File: src/rtl/fetch_sequencer.sv
// fetch_sequencer: PC-update sequencing, IMEM handshake, start/halt control, fetch timeout and retire count
module fetch_sequencer #(
    parameter int TIMEOUT_CYC = 16,
    parameter int CNT_W       = 5
) (
    input  logic        clk_i,
    input  logic        rst_i,
    input  logic        start_i,
    input  logic        halt_i,
    input  logic        imem_rdy_i,
    input  logic        exec_done_i,
    input  logic        branch_req_i,
    output logic        imem_req_o,
    output logic        instr_valid_o,
    output logic        pc_en_o,
    output logic        pc_src_o,
    output logic        busy_o,
    output logic        err_o,
    output logic [1:0]  state_o,
    output logic [31:0] retired_o
);
    localparam logic [1:0] S_IDLE  = 2'b00;
    localparam logic [1:0] S_FETCH = 2'b01;
    localparam logic [1:0] S_EXEC  = 2'b10;
    localparam logic [1:0] S_ERROR = 2'b11;
    localparam logic [CNT_W-1:0] LIMIT = CNT_W'(TIMEOUT_CYC - 1);

    logic [1:0]       state_q, state_d;
    logic [CNT_W-1:0] cnt_q, cnt_d;
    logic             halt_q, halt_d;
    logic [31:0]      retired_q;
    logic             stop;

    assign stop = halt_q | halt_i;

    always_comb begin
        state_d = state_q;
        cnt_d   = cnt_q;
        halt_d  = halt_q;
        case (state_q)
            S_IDLE: begin
                cnt_d  = '0;
                halt_d = 1'b0;
                state_d = start_i ? S_FETCH : S_IDLE;
            end
            S_FETCH: begin
                halt_d = stop;
                if (imem_rdy_i)
                    state_d = S_EXEC;
                else if (cnt_q == LIMIT)
                    state_d = S_ERROR;
                else
                    cnt_d = cnt_q + 1'b1;
            end
            S_EXEC: begin
                halt_d = stop;
                if (exec_done_i) begin
                    cnt_d   = '0;
                    halt_d  = 1'b0;
                    state_d = stop ? S_IDLE : S_FETCH;
                end
            end
            default: state_d = S_ERROR;
        endcase
    end

    always_ff @(posedge clk_i or posedge rst_i) begin
        if (rst_i) begin
            state_q   <= S_IDLE;
            cnt_q     <= '0;
            halt_q    <= 1'b0;
            retired_q <= '0;
        end else begin
            state_q   <= state_d;
            cnt_q     <= cnt_d;
            halt_q    <= halt_d;
            retired_q <= pc_en_o ? retired_q + 32'd1 : retired_q;
        end
    end

    // Only the PC strobe and its select look at live inputs; everything else is state decode
    assign pc_en_o       = (state_q == S_EXEC) & exec_done_i;
    assign pc_src_o      = pc_en_o & branch_req_i;
    assign imem_req_o    = state_q == S_FETCH;
    assign instr_valid_o = state_q == S_EXEC;
    assign busy_o        = state_q != S_IDLE;
    assign err_o         = state_q == S_ERROR;
    assign state_o       = state_q;
    assign retired_o     = retired_q;
endmodule

File: config.mk
export PLATFORM = sky130hd
export DESIGN_NAME = fetch_sequencer
export DESIGN_NICKNAME = d
export VERILOG_FILES = /design/src/rtl/fetch_sequencer.sv
export SDC_FILE = /design/constraint.sdc
export NUM_CORES = 1
export LEC_CHECK = 0
export CORE_ASPECT_RATIO = 0.9
export CORE_MARGIN = 5
export CORE_UTILIZATION = 56
export DETAILED_ROUTE_END_ITERATION = 8
export DONT_BUFFER_PORTS = 1
export PLACE_DENSITY = 0.77
export SLEW_MARGIN = 20
export SYNTH_ARGS = -nofsm -noshare
export SYNTH_HDL_FRONTEND = slang
export SYNTH_SLANG_ARGS = --single-unit
File: constraint.sdc
create_clock -name clk_i -period 1.6 [get_ports clk_i]
set_input_delay 0.16 -clock clk_i [delete_from_list [all_inputs] [get_ports clk_i]]
set_output_delay 0.16 -clock clk_i [all_outputs]
set_load 0.02 [all_outputs]
== Word level (Yosys, flattened, before mapping) ==
Cells that the tools add are included.

* Add/subtract/negate cells: 2
* Equality and inequality tests: 8
* Mux-type cells: 12
* Bitwise operators: 3
* Reductions and logical operators: 5

{| class="wikitable"
|+ Operators by type and width
! operator !! count
|-
| $add 32x1->32 const B || 1
|-
| $mux 5 || 3
|-
| $pmux 5 s3 || 1
|-
| $mux 2 || 3
|-
| $ne 2x2->1 const B || 3
|-
| $pmux 2 s3 || 1
|-
| $add 5x1->5 const B || 1
|-
| $eq 5x4->1 const B || 1
|-
| $eq 2x2->1 const B || 2
|-
| $reduce_and 4->1 || 1
|-
| $mux 1 || 3
|-
| $ne 3x2->1 const B || 1
|-
| $pmux 1 s3 || 1
|-
| $reduce_bool 3->1 || 1
|-
| $and 1x1->1 || 2
|-
| $eq 2x1->1 const B || 1
|-
| $logic_not 2->1 || 1
|-
| $reduce_and 2->1 || 1
|-
| $reduce_bool 2->1 || 1
|-
| $or 1x1->1 || 1
|}

* Register bits after elaboration: 40
* Output and inout port bits: 40
* Word-level logic and storage cells: 34

== Logic depth before layout (Yosys ltp) ==
* Depth after elaboration: 4
* Depth in mapped cells: 7

== Least setup slack after synthesis ==
OpenSTA, ideal clock, no wires.

* Path kind: register to register
* Start: register state_q[0] (netlist: state_o[0])
* End: register retired_q[18] (netlist: retired_o[18])
* Library setup time: 0.131 ns
* Arrival: 1.821 ns
* Slack: -0.352 ns
* Stages on the path, launching flop included: 8
* Buffers on the path: 0
* Period minus slack after synthesis: 1.952 ns
* Cells stage by stage: dfrtp_1 > inv_1 > ha_1 > nand2_1 > inv_2 > and3_1 > nand4_1 > xnor2_1

* Word-level cells in the longest chain between the ends: 2

{| class="wikitable"
|+ Ends and longest elaborated chain
! what !! RTL line !! text
|-
| start, declared || 28 || <nowiki>logic [1:0] state_q, state_d;</nowiki>
|-
| start signal, assigned || 74 || <nowiki>state_q <= state_d;</nowiki>
|-
| $eq 2x2->1 || - ||
|-
| via instr_valid_o || 14 || <nowiki>output logic instr_valid_o,</nowiki>
|-
| $and 1x1->1 || 82 || <nowiki>assign pc_en_o = (state_q == S_EXEC) & exec_done_i;</nowiki>
|-
| via pc_en_o || 15 || <nowiki>output logic pc_en_o,</nowiki>
|-
| end signal, assigned || 77 || <nowiki>retired_q <= pc_en_o ? retired_q + 32'd1 : retired_q;</nowiki>
|-
| end, declared || 31 || <nowiki>logic [31:0] retired_q;</nowiki>
|}

The timed path passes the listed nets, and every way through them passes these cells.
A chain may end at the register's enable or synchronous reset.

== Worst setup path in the final report ==
* Start: register cnt_q[1]
* End: register cnt_q[1]

* Word-level cells in the longest chain between the ends: 4

{| class="wikitable"
|+ Ends and longest elaborated chain
! what !! RTL line !! text
|-
| start, declared || 29 || <nowiki>logic [CNT_W-1:0] cnt_q, cnt_d;</nowiki>
|-
| start signal, assigned || 75 || <nowiki>cnt_q <= cnt_d;</nowiki>
|-
| $add 5x1->5 || 53 || <nowiki>cnt_d = cnt_q + 1'b1;</nowiki>
|-
| $mux 5 || 50 || <nowiki>else if (cnt_q == LIMIT)</nowiki>
|-
| $mux 5 || 48 || <nowiki>if (imem_rdy_i)</nowiki>
|-
| $pmux 5 s3 || 40 || <nowiki>case (state_q)</nowiki>
|}

Several ways; a longest one is shown, not always the timed one. The select of a mux whose other input is x is not followed.

==> results.txt <==
The flow ran to the end, but the final reports show violations. The final reports fail on setup timing. The worst slew margin relative to its limit is 66.0%. The number of diodes came out at 0. The post-CTS clock slew at the launch and capture registers of the worst setup and hold paths came out at 0.08 ns. The width of the die is 72.8 um.

The final critical-path required period came out at 1.70 ns. Setup violations remaining at the end of the flow were counted as 5. The dominant delay contributor by cell family on the critical path is simple AND/OR/NAND/NOR gates. VDD sags by at most 1.37 mV.

The share of the synthesized area in the top cell type came out at 50.3%. The total number of vias is 1653. Compared with the post-synthesis result, the final layout area differs by 33.3%. In this run the most critical hold path is launched from halt_i. The leakage power of the design came out at 0.00124 uW. The max-slew violation total from the final report is 0. In this run the remaining antenna-violating nets after routing total 0.

The total grt overflow came out at 0. Synthesis produced 185 cells. Along the worst hold path, the cell count comes to 2. The mapped cell area came out at 1990 um^2. The ratio of cells with drive above 1 in the final layout is 37.6%. The number of standard cells in the layout, taps in and fillers out came out at 286. The slew at the pin closest to its max-slew limit is 0.511 ns. The cell count after placement came out at 272. The vertical extent of the die came out at 66.5 um. The worst setup path is captured at a flip-flop. The floorplan die area came out at 4850 um^2. Walking the worst path, the cells encountered are ha_2 -> and3_4 -> ha_4 -> o21ai_2 -> or3b_4 -> nand2_1 -> o21ai_1. The slowest stage of the critical path is the sky130_fd_sc_hd__or3b_4 cell. Entering global routing, the biggest net connects 41 pins. In this run the register-to-register setup slack is -0.10 ns.

The total power per unit cell area is 1280 nW/um^2. Clock skew on the completed layout was measured at 0.00471 ns. Setup repair after global routing could not meet its margin everywhere. The tool flagged a number of max-cap violations equal to 0. Sorting the synthesized cells by area gives the leading types as sky130_fd_sc_hd__dfrtp_1, sky130_fd_sc_hd__xnor2_1, sky130_fd_sc_hd__nand4_1, sky130_fd_sc_hd__ha_1, sky130_fd_sc_hd__nand3_1. The clock net in this run drives a total of 40 sinks. The fmax is 588 MHz. The data arrival time of the critical path is 1.89 ns. The startpoint identified for the worst register-to-register timing path is cnt_q[1]. Of all nets on the critical path, the largest fanout is 3. The number of antenna violations at the first check in global routing came out at 0. For this run, the number of Yosys warnings is 0. The first global-routing pass estimated 8510 um of wire. The worst hold path terminates at halt_q. The distinct cell type count after synthesis came out at 33. The sequential-to-total area share from yosys stat came out at 50.3%.

The kind of launch point of the worst setup path is a flip-flop. For this run, design rule violations remaining after detail routing come to 0. The global-route usage over all layers came out at 23.4%. The total buffers and inverters traversed by the critical path is 0. Counting flops with a built-in enable in the synthesized netlist gives 0. The floorplan has 20 rows. The critical path required time is 1.79 ns.

The number of ports placed on the die boundary is 47. For this configuration, the core starts out at a cell density of 58.5%. The first routing iteration left 95 violations. The H-tree generated during clock tree synthesis spans 2 levels. The worst setup path is of the reg2reg kind. The fraction of registers with async set or reset after synthesis is 100%. The floorplan core area came out at 3400 um^2. On the final layout, the worst hold slack is 0.0530 ns. The number of optimization iterations in the first detailed-route pass came out at 6.

For this run, the post-layout net count is 255. Across all setup checks in the final design, the least slack found is -0.102 ns. Dividing the detail-routed wire length by the instance count gives 18.1 um.

The worst setup timing slack at the placement stage is -0.103 ns. Summed over all instances, the cell type with the most area after synthesis is sky130_fd_sc_hd__dfrtp_1. Dividing the synthesized area by the synthesized cell count gives 10.8 um^2. The path class of the tightest hold or removal check is in2reg. The post-route fraction of the period consumed by the critical path is 106%.

In the synthesized netlist the dominant register cell turns out to be sky130_fd_sc_hd__dfrtp_1. The final number of hold-violating endpoints came out at 0. Port buffering added 0 buffers. The via count of the first global-routing pass is 1734. The overall power of the completed layout is 3390 uW.

The clock insertion delay at the later pin of the skew report is 0.30 ns. By instance count, the leading cell after synthesis is sky130_fd_sc_hd__dfrtp_1. After detailed routing, the number of vias per cell comes to 5.78.

The critical path's largest stage delay came out at 0.41 ns. The TritonCTS buffer count came out at 5. The cell at the root of the clock tree is sky130_fd_sc_hd__clkbuf_8.

The net count of the mapped netlist is 199. The maximum clock insertion buffer count came out at 2. The post-route cell area came out at 2650 um^2. The congestion estimate from routability-driven global placement came to 0.836. Summed over all nets, the half-perimeter wirelength after detailed placement is 3660 um. In this run the critical register-to-register path is captured at cnt_q[1]. The post-synthesis sequential element count came out at 40. For this block, the routed nets add up to 5170 um of wire. TritonCTS built the clock tree. By count the netlist is led by sky130_fd_sc_hd__dfrtp_1, sky130_fd_sc_hd__xnor2_1, sky130_fd_sc_hd__nand4_1. The placed cell area came out at 2410 um^2.

The path depth of the worst reg2reg path came out at 7.
[sequential cells by signal, indices dropped and copies added, names as in the netlist]
| register | flops |
|---|---|
| halt_q | 1 |
| retired_o | 32 |
| cnt_q | 5 |
| state_o | 2 |
[kinds of logic (layout without fill, tap and decap cells)]
group | Yosys count | after routing | share of synthesized area, %
AO/OA/AOI/OAI | 17 | 17 | 4.91
XOR/XNOR | 31 | 31 | 13.6
adder cells (fa/ha/maj) | 7 | 7 | 4.40
buffers and inverters | 14 | 71 | 3.02
flip-flops | 40 | 40 | 50.3
multiplexers | 1 | 1 | 0.566
AND/OR/NAND/NOR | 75 | 75 | 23.1
[power breakdown]
part           switching, uW  leakage (uW)  internal (uW)  total, uW
Combinational            743      0.000640            534       1280
Sequential              80.3      0.000539           1120       1200
Clock                    366     0.0000645            551        916
[layer usage]
metal | global-route usage (%) | wire length, um | vias to the layer above
met1 | 28.0 | 2080 | 813
met3 | 9.95 | 427 | 11
li1 | - | - | 766
met5 | 0 | 0 | -
met4 | 8.06 | 91 | 0
met2 | 37.8 | 2570 | 63
[worst max-delay path by stage]
stage	from	end	slack (ns)	cells past startpoint
after global routing	cnt_q[1]	cnt_q[1]	-0.16	7
after CTS	cnt_q[0]	cnt_q[4]	-0.09	7
after floorplan	cnt_q[0]	cnt_q[0]	0.004	7
final	cnt_q[1]	cnt_q[1]	-0.10	7
after global placement	cnt_q[1]	cnt_q[1]	0.02	7
after detailed placement	cnt_q[1]	cnt_q[2]	-0.10	7
[cell type report]
class / instances / area (um^2)
multi-input combinational: 131 / 1030
tap: 44 / 55.1
inverter: 12 / 47.5
fill: 214 / 752
clock buffer: 7 / 96.3
clock inverter: 1 / 30.0
timing repair buffer: 51 / 389
sequential: 40 / 1000
[cells in the final DEF (no fill, tap or decap), types with 2 or more instances in the layout]
cell type | Yosys | routed
sky130_fd_sc_hd__buf_4 | 0 | 49
sky130_fd_sc_hd__dfrtp_1 | 40 | 38
sky130_fd_sc_hd__xnor2_1 | 27 | 27
sky130_fd_sc_hd__nand4_1 | 17 | 17
sky130_fd_sc_hd__nand2_1 | 13 | 11
sky130_fd_sc_hd__inv_1 | 11 | 10
sky130_fd_sc_hd__nand3_1 | 11 | 8
sky130_fd_sc_hd__clkbuf_8 | 0 | 7
sky130_fd_sc_hd__nor2_1 | 7 | 6
sky130_fd_sc_hd__a21oi_1 | 6 | 5
sky130_fd_sc_hd__and4_1 | 4 | 4
sky130_fd_sc_hd__and3_1 | 6 | 4
sky130_fd_sc_hd__o21ai_2 | 0 | 4
sky130_fd_sc_hd__xor2_1 | 4 | 4
sky130_fd_sc_hd__nand3_2 | 0 | 3
sky130_fd_sc_hd__nor3_1 | 3 | 3
sky130_fd_sc_hd__and2_1 | 3 | 3
sky130_fd_sc_hd__ha_1 | 7 | 3
sky130_fd_sc_hd__nand2_2 | 0 | 2
sky130_fd_sc_hd__nand4_2 | 2 | 2
sky130_fd_sc_hd__and3_4 | 0 | 2
sky130_fd_sc_hd__nor4_2 | 1 | 2
sky130_fd_sc_hd__o21ai_1 | 4 | 2
sky130_fd_sc_hd__ha_2 | 0 | 2
sky130_fd_sc_hd__ha_4 | 0 | 2
sky130_fd_sc_hd__dfrtp_2 | 0 | 2
[through the flow]
stage / TNS, ns / util, %
2_1_floorplan: 0 / -
3_3_place_gp: 0 / 70.7
3_5_place_dp: -0.404 / 70.7
4_1_cts: -0.273 / 76.0
5_1_grt: -0.851 / 77.9
6_report: -0.316 / 77.9
[what timing repair did]
action,in CTS,in global routing
hold endpoints to repair,40,0
endpoints found under the setup margin,7,17
hold buffers,1,0
gates resized for setup,8,11
pin swaps,4,7
buffers inserted,1,4
Power figures use the tool's default switching activity.
